`src/rtl/rvc_pkg.sv`:
```
// Shared constants and types for the RV32C compressor/packer.
package rvc_pkg;
  localparam logic [6:0] OP_IMM = 7'b0010011;
  localparam logic [6:0] OP     = 7'b0110011;
  localparam logic [6:0] LOAD   = 7'b0000011;
  localparam logic [6:0] STORE  = 7'b0100011;
  localparam logic [6:0] JALR   = 7'b1100111;

  localparam logic [2:0] F3_ADD = 3'b000;
  localparam logic [2:0] F3_SLL = 3'b001;
  localparam logic [2:0] F3_W   = 3'b010;
  localparam logic [2:0] F3_XOR = 3'b100;
  localparam logic [2:0] F3_OR  = 3'b110;
  localparam logic [2:0] F3_AND = 3'b111;

  localparam logic [6:0] F7_BASE = 7'b0000000;
  localparam logic [6:0] F7_SUB  = 7'b0100000;

  localparam logic [1:0] Q0 = 2'b00;
  localparam logic [1:0] Q1 = 2'b01;
  localparam logic [1:0] Q2 = 2'b10;

  localparam logic [15:0] C_NOP = 16'h0001;

  typedef enum logic {ST_RUN, ST_PAD} state_e;

  // Registers reachable by the 3-bit rd'/rs' fields (x8..x15)
  function automatic logic is_creg(input logic [4:0] r);
    return r[4:3] == 2'b01;
  endfunction
endpackage

```
`src/rtl/rvc_compressor.sv`:
```
// Combinational RV32I -> RVC mapper. CA-format ops (c.sub/xor/or/and)
// are included only when RVC_CA_EN is defined.
module rvc_compressor
  import rvc_pkg::*;
(
  input  logic [31:0] instr_i,
  output logic        cmp_ok_o,
  output logic [15:0] c16_o
);
  logic [6:0]  opc, f7;
  logic [4:0]  rd, rs1, rs2;
  logic [2:0]  f3;
  logic [11:0] immi, imms;
  logic        fits6;

  assign opc   = instr_i[6:0];
  assign rd    = instr_i[11:7];
  assign f3    = instr_i[14:12];
  assign rs1   = instr_i[19:15];
  assign rs2   = instr_i[24:20];
  assign f7    = instr_i[31:25];
  assign immi  = instr_i[31:20];
  assign imms  = {instr_i[31:25], instr_i[11:7]};
  assign fits6 = (immi[11:5] == 7'h00) || (immi[11:5] == 7'h7F);

  always_comb begin
    cmp_ok_o = 1'b0;
    c16_o    = C_NOP;
    if (instr_i[1:0] == 2'b11) begin
      case (opc)
        OP_IMM: begin
          if (f3 == F3_ADD) begin
            if (rd == 5'd0 && rs1 == 5'd0 && immi == 12'd0) begin
              cmp_ok_o = 1'b1;
              c16_o    = C_NOP;
            end else if (rd != 5'd0 && fits6 && rs1 == rd && immi != 12'd0) begin
              cmp_ok_o = 1'b1;
              c16_o    = {3'b000, immi[5], rd, immi[4:0], Q1};
            end else if (rd != 5'd0 && fits6 && rs1 == 5'd0) begin
              cmp_ok_o = 1'b1;
              c16_o    = {3'b010, immi[5], rd, immi[4:0], Q1};
            end
          end else if (f3 == F3_SLL && f7 == F7_BASE && rd != 5'd0 && rd == rs1 && rs2 != 5'd0) begin
            cmp_ok_o = 1'b1;
            c16_o    = {3'b000, 1'b0, rd, rs2, Q2};
          end
        end
        OP: begin
          if (f3 == F3_ADD && f7 == F7_BASE && rd != 5'd0 && rs2 != 5'd0) begin
            if (rs1 == rd) begin
              cmp_ok_o = 1'b1;
              c16_o    = {4'b1001, rd, rs2, Q2};
            end else if (rs1 == 5'd0) begin
              cmp_ok_o = 1'b1;
              c16_o    = {4'b1000, rd, rs2, Q2};
            end
          end
`ifdef RVC_CA_EN
          if (is_creg(rd) && rd == rs1 && is_creg(rs2)) begin
            if (f3 == F3_ADD && f7 == F7_SUB) begin
              cmp_ok_o = 1'b1;
              c16_o    = {6'b100011, rd[2:0], 2'b00, rs2[2:0], Q1};
            end else if (f7 == F7_BASE && f3 == F3_XOR) begin
              cmp_ok_o = 1'b1;
              c16_o    = {6'b100011, rd[2:0], 2'b01, rs2[2:0], Q1};
            end else if (f7 == F7_BASE && f3 == F3_OR) begin
              cmp_ok_o = 1'b1;
              c16_o    = {6'b100011, rd[2:0], 2'b10, rs2[2:0], Q1};
            end else if (f7 == F7_BASE && f3 == F3_AND) begin
              cmp_ok_o = 1'b1;
              c16_o    = {6'b100011, rd[2:0], 2'b11, rs2[2:0], Q1};
            end
          end
`endif
        end
        JALR: begin
          if (f3 == F3_ADD && immi == 12'd0 && rs1 != 5'd0) begin
            if (rd == 5'd0) begin
              cmp_ok_o = 1'b1;
              c16_o    = {4'b1000, rs1, 5'd0, Q2};
            end else if (rd == 5'd1) begin
              cmp_ok_o = 1'b1;
              c16_o    = {4'b1001, rs1, 5'd0, Q2};
            end
          end
        end
        LOAD: begin
          if (f3 == F3_W && immi[1:0] == 2'b00) begin
            if (is_creg(rd) && is_creg(rs1) && immi[11:7] == 5'd0) begin
              cmp_ok_o = 1'b1;
              c16_o    = {3'b010, immi[5:3], rs1[2:0], immi[2], immi[6], rd[2:0], Q0};
            end else if (rs1 == 5'd2 && rd != 5'd0 && immi[11:8] == 4'd0) begin
              cmp_ok_o = 1'b1;
              c16_o    = {3'b010, immi[5], rd, immi[4:2], immi[7:6], Q2};
            end
          end
        end
        STORE: begin
          if (f3 == F3_W && imms[1:0] == 2'b00) begin
            if (is_creg(rs2) && is_creg(rs1) && imms[11:7] == 5'd0) begin
              cmp_ok_o = 1'b1;
              c16_o    = {3'b110, imms[5:3], rs1[2:0], imms[2], imms[6], rs2[2:0], Q0};
            end else if (rs1 == 5'd2 && imms[11:8] == 4'd0) begin
              cmp_ok_o = 1'b1;
              c16_o    = {3'b110, imms[5:2], imms[7:6], rs2, Q2};
            end
          end
        end
        default: ;
      endcase
    end
  end
endmodule

```
`src/rtl/rvc_compress_packer.sv`:
```
// Streaming RVC compressor and little-endian halfword packer.
// Optional CA-format compression via RVC_CA_EN (see rvc_compressor).
module rvc_compress_packer
  import rvc_pkg::*;
(
  input  logic        clk,
  input  logic        rst_n,
  input  logic        in_valid,
  output logic        in_ready,
  input  logic [31:0] in_instr,
  input  logic        in_last,
  output logic        out_valid,
  input  logic        out_ready,
  output logic [31:0] out_word,
  output logic        out_cmp
);
  state_e      state_q;
  logic [15:0] pend_q, pend_q_d;
  logic        pend_v_q, pend_v_d;
  logic [31:0] out_word_q, emit_word;
  logic        out_valid_q, out_cmp_q, emit;
  logic        cmp_ok, acc, slot_free;
  logic [15:0] c16;

  rvc_compressor u_cmp (
    .instr_i  (in_instr),
    .cmp_ok_o (cmp_ok),
    .c16_o    (c16)
  );

  assign slot_free = !out_valid_q || out_ready;
  assign in_ready  = (state_q == ST_RUN) && slot_free;
  assign acc       = in_valid && in_ready;
  assign out_valid = out_valid_q;
  assign out_word  = out_word_q;
  assign out_cmp   = out_cmp_q;

  always_comb begin
    emit      = 1'b0;
    emit_word = in_instr;
    pend_q_d  = pend_q;
    pend_v_d  = pend_v_q;
    if (cmp_ok) begin
      if (!pend_v_q) begin
        pend_q_d = c16;
        pend_v_d = 1'b1;
      end else begin
        emit      = 1'b1;
        emit_word = {c16, pend_q};
        pend_v_d  = 1'b0;
      end
    end else if (!pend_v_q) begin
      emit = 1'b1;
    end else begin
      // Straddling word: low half completes this word, high half waits
      emit      = 1'b1;
      emit_word = {in_instr[15:0], pend_q};
      pend_q_d  = in_instr[31:16];
    end
  end

  always_ff @(posedge clk or negedge rst_n) begin
    if (!rst_n) begin
      state_q     <= ST_RUN;
      pend_q      <= '0;
      pend_v_q    <= 1'b0;
      out_word_q  <= '0;
      out_valid_q <= 1'b0;
      out_cmp_q   <= 1'b0;
    end else begin
      out_cmp_q <= 1'b0;
      if (out_valid_q && out_ready) out_valid_q <= 1'b0;
      case (state_q)
        ST_RUN: if (acc) begin
          out_cmp_q <= cmp_ok;
          pend_q    <= pend_q_d;
          pend_v_q  <= pend_v_d;
          if (emit) begin
            out_word_q  <= emit_word;
            out_valid_q <= 1'b1;
          end
          if (in_last && pend_v_d) state_q <= ST_PAD;
        end
        ST_PAD: if (slot_free) begin
          out_word_q  <= {C_NOP, pend_q};
          out_valid_q <= 1'b1;
          pend_v_q    <= 1'b0;
          state_q     <= ST_RUN;
        end
        default: state_q <= ST_RUN;
      endcase
    end
  end
endmodule

```
`config.mk`:
```
export PLATFORM = sky130hd
export DESIGN_NAME = rvc_compress_packer
export DESIGN_NICKNAME = d
export VERILOG_FILES = /design/src/rtl/rvc_pkg.sv /design/src/rtl/rvc_compressor.sv /design/src/rtl/rvc_compress_packer.sv
export SDC_FILE = /design/constraint.sdc
export NUM_CORES = 1
export LEC_CHECK = 0
export CORE_MARGIN = 2
export CORE_UTILIZATION = 45
export CTS_BUF_LIST = sky130_fd_sc_hd__clkbuf_2 sky130_fd_sc_hd__clkbuf_4 sky130_fd_sc_hd__clkbuf_8
export DETAILED_ROUTE_END_ITERATION = 8
export PLACE_DENSITY = 0.72
export SKIP_LAST_GASP = 1
export SYNTH_ARGS = -nofsm -noshare
export SYNTH_HDL_FRONTEND = slang
export SYNTH_SLANG_ARGS = --single-unit
export TNS_END_PERCENT = 50
```
`constraint.sdc`:
```
create_clock -name clk -period 3.56 [get_ports clk]
set_input_delay 0.89 -clock clk [delete_from_list [all_inputs] [get_ports clk]]
set_output_delay 0.89 -clock clk [all_outputs]
set_load 0.05 [all_outputs]
```
==> impl.org <==
** STA
- The clock arrives with 0.0146 ns of skew.
- Actual slew at the worst max-slew pin :: 0.838 ns
- For this run, the top clock speed supported by timing is 284 MHz.
- Setup tns final :: 0 ns
- Measured against its own limit, the worst slew margin works out to 43.9%.
- Shortest clock period the worst path allows after layout :: 3.52 ns
- Number of endpoints with negative hold slack in the final report :: 0
- In the finished design, the share of the clock period the worst path needs comes to a little under 100%.
- Across all hold checks on the routed design, the worst slack comes to 0.483 ns.
- Setup repair after global routing missed its margin :: true
- Final setup violation count :: 0
- The count of final max-slew check failures is 0.

** Yosys
- Among all cell types in the netlist, the one instantiated most often is o21ai_0.
- Synth top area share :: 42.6%
- In this run, synthesis produced a sequential element count of 52.
- Area leader, netlist :: dfrtp_1
- The synthesized netlist occupies a cell area of 3060 µm².
- When the netlist entered floorplanning its net count stood at roughly 380.
- Sequential cells were found to cover between 40% and 50% of the synthesized design area.
- Dividing the synthesized area by the synthesized cell count gives 8.96 µm².
- Leading cell types by total area after synthesis :: dfrtp_1 43%, o21ai_0 11%, nand2_1 5.4%
- After technology mapping, the gate count stands at 341.
- Synthesis warning total :: 0
- In this run, distinct cell masters in the synthesized netlist total 55.
- After synthesis, the share of flip-flops with an asynchronous set or reset is 100%.
- In the synthesized netlist the dominant register cell turns out to be dfrtp_1.
- Number of enable-type register cells in the synthesized netlist :: 0
- In the synthesized netlist, the cells that appear most often are 68 x o21ai_0, 52 x dfrtp_1, 44 x nand2_1.

** Clocking
- Maximum buffer depth of the clock tree :: 2
- Inserted Clock Buffers :: 5
- CTS built an H-tree with a depth of 2.
- Clock-pin slew was measured on the worst setup and hold paths at 0.10 ns.
- For this design, the sink count on the clock tree is 52.
- The cell sitting at the root of the clock tree is a clkbuf_8.
- TritonCTS built the clock tree.
- Clock latency on the worst-skew pair, taken at its later pin, is 0.31 ns.
- For this design, the CTS-stage hold fixing added 0 buffers.

** Setup path
- STA puts the critical path data arrival time at approximately 3.7 ns.
- The worst setup path is captured at a register.
- Maximum fanout along the worst path :: 32
- Max incr delay on CP :: 0.55 ns
- Reg-to-Reg Start :: pend_v_q
- In this design, the critical path's most frequently occurring cell is buf_4.
- The most critical setup path has its startpoint at in_instr[13].
- Number of cells on the critical path :: 12
- Sequence of cells on the critical path :: clkdlybuf4s50_1 -> or4b_4 -> nor4b_4 -> o21ai_1 -> or2b_4 -> a211oi_4 -> inv_2 -> buf_4 -> buf_4 -> buf_4 -> and4b_1 -> o31ai_1
- Highest-delay cell along the critical path :: clkdlybuf4s50_1
- The worst setup path is launched from an input port.
- The worst setup path is of the in -> reg kind.
- Together, buffers and inverters on the worst path number 5.
- Cell family with the largest share of critical-path delay :: simple AND/OR/NAND/NOR gates
- Data on the critical path is required at its endpoint by 3.75 ns.
- For the worst flop-to-flop path, the logic depth is 4.

** Floorplan
- The initialized floorplan defines 30 standard-cell rows.
- Num ports :: 72
- The die is 86.4 µm tall.
- After floorplanning, the core was sized to cover 6680 µm².
- Initial standard-cell utilization of the core :: 45.7%
- Measured along the x axis, the die boundary spans 86.4 µm.
- Area enclosed by the die boundary :: 7470 µm²

** Finish
- The number of antenna diodes in the final layout is 0.
- The area growth from synthesis to layout is 64.5%.
- Number of nets in the layout :: 540
- After routing the design area is 5030 µm².
- In the final layout, the share of cells above drive strength 1 is 32.6%.

** GRT
- The initial antenna violation count is 0.
- Global-route usage over all layers :: a little under a third
- Overflow left after global routing :: 0
- Global-route wire length before repair :: 17.9 mm
- Maximum number of pins on one net before global-route repair :: 33
- Via count of the first global-routing pass :: 3366

** Route
- Number of DRC markers in iteration 0 :: 263
- The first detailed-routing pass ran for 5 iterations.
- WL/cell :: 20.3 µm
- Routed wire length :: 11.8 mm
- Detailed routing inserted a total of between 3000 and 4000 vias.
- The count of nets left with antenna violations once routing finished came out at 0.
- After detailed routing, the number of vias per cell comes to 5.98.
- DRC viols :: 0

** Power
- Power Density :: 613 nW/µm²
- The analysis attributes to cell leakage a power of 0.00234 µW.
- Max IR drop VDD :: 0.000445 V

** Worst hold path
- Number of cells traversed by the worst hold path :: 2
- Worst hold path class :: reg -> reg
- Beginning of the worst hold path :: out_word[4]

** Run
- Maximum Capacitance Violations :: 0

** Placed design
- Summing all placed instances gives a cell area of between 4000 and 5000 µm².
- Routability cong. :: 0.950
- Half-perimeter wire length of the detailed placement result :: 8.55 mm
- Count of buffers inserted at the top-level ports :: between 70 and 80

** Status
- The run finished with clean final reports.
-- cells by family (layout without fill, tap and decap cells) --
kind of cell	Yosys count	in the layout	synth area share [%]
buffers and inverters	23	185	3.32
adder cells (fa/ha/maj)	1	1	0.409
AND/OR/NAND/NOR	122	122	21.4
flip-flops	52	52	42.6
multiplexers	16	16	5.24
XOR/XNOR	5	5	1.43
AO/OA/AOI/OAI	122	122	25.6
-- tightest hold or removal path: stages, from the launching register on --
cell,delay [ns]
dfrtp_1,0.35
nand2_1,0.04
o21ai_0,0.05
-- what timing repair did --
item | 4_1_cts | 5_1_grt
pin swaps | 9 | 22
cloned | 2 | 1
setup endpoints to repair | 50 | 47
resized for setup | 53 | 43
buffers inserted | 7 | 10
-- cell usage in the layout, fill, tap and decap left out, types with 4 or more instances in the layout --
cell type / synthesis / layout
dlygate4sd2_1: 0 / 5
a211oi_1: 6 / 6
a22oi_1: 16 / 4
nand3_1: 5 / 5
mux2i_1: 16 / 16
nor3_1: 12 / 9
clkbuf_2: 0 / 5
a22oi_2: 0 / 12
clkdlybuf4s50_1: 0 / 43
dfrtp_1: 52 / 52
o21ai_1: 2 / 33
nand2_1: 44 / 43
nor2b_1: 6 / 6
buf_12: 0 / 5
o21ai_0: 68 / 36
buf_4: 1 / 94
dlymetal6s2s_1: 0 / 13
nor2_1: 21 / 19
clkbuf_8: 0 / 5
a22o_1: 7 / 7
nand2b_1: 4 / 4
-- registers in the layout, indices dropped and copies added (netlist names) --
signal	count
pend_v_q	1
out_word	32
out_cmp	1
state_q	1
pend_q	16
out_valid	1
-- path summary, 6_finish.rpt --
path,slack (ns),end
max in group asynchronous,2.23,out_word[31]
worst max register to register,1.42,out_word[4]
worst min-delay path,0.48,out_word[4]
worst min register to register,0.48,out_word[4]
worst max-delay path,0.04,out_word[31]
min in group asynchronous,0.53,out_cmp
-- power breakdown --
part / total, µW / switching [µW] / leakage, µW / internal (µW)
Sequential: 999 / 163 / 0.000645 / 836
Combinational: 1720 / 1050 / 0.00165 / 674
Clock: 360 / 211 / 0.0000448 / 148
-- per-stage QoR --
stage	power (µW)	instances	setup WS, ns	util [%]
after floorplan	1970	341	-0.186	-
after global placement	2530	558	-0.761	67.4
after detailed placement	2560	558	-0.884	67.4
after CTS	3010	575	-0.0396	72.4
after global routing	3210	583	-0.0217	75.2
final	3080	583	0.0420	75.2
-- layer usage --
| metal | vias to the layer above | GRT usage, % | routed length (µm) |
|---|---|---|---|
| li1 | 1591 | - | - |
| met1 | 1700 | 43.9 | 5170 |
| met2 | 169 | 48.0 | 5530 |
| met3 | 24 | 6.86 | 902 |
| met4 | 0 | 9.80 | 206 |
| met5 | - | 0 | 0 |
-- final cells by class --
cell class | count | area [µm²]
Multi-Input combinational cell | 266 | 1920
Fill cell | 477 | 1650
Timing Repair Buffer | 174 | 1610
Sequential cell | 52 | 1300
Tap cell | 80 | 100
Clock buffer | 6 | 76.3
Clock inverter | 2 | 16.3
Inverter | 3 | 11.3
Note: power is estimated with default switching activity, not from simulation.
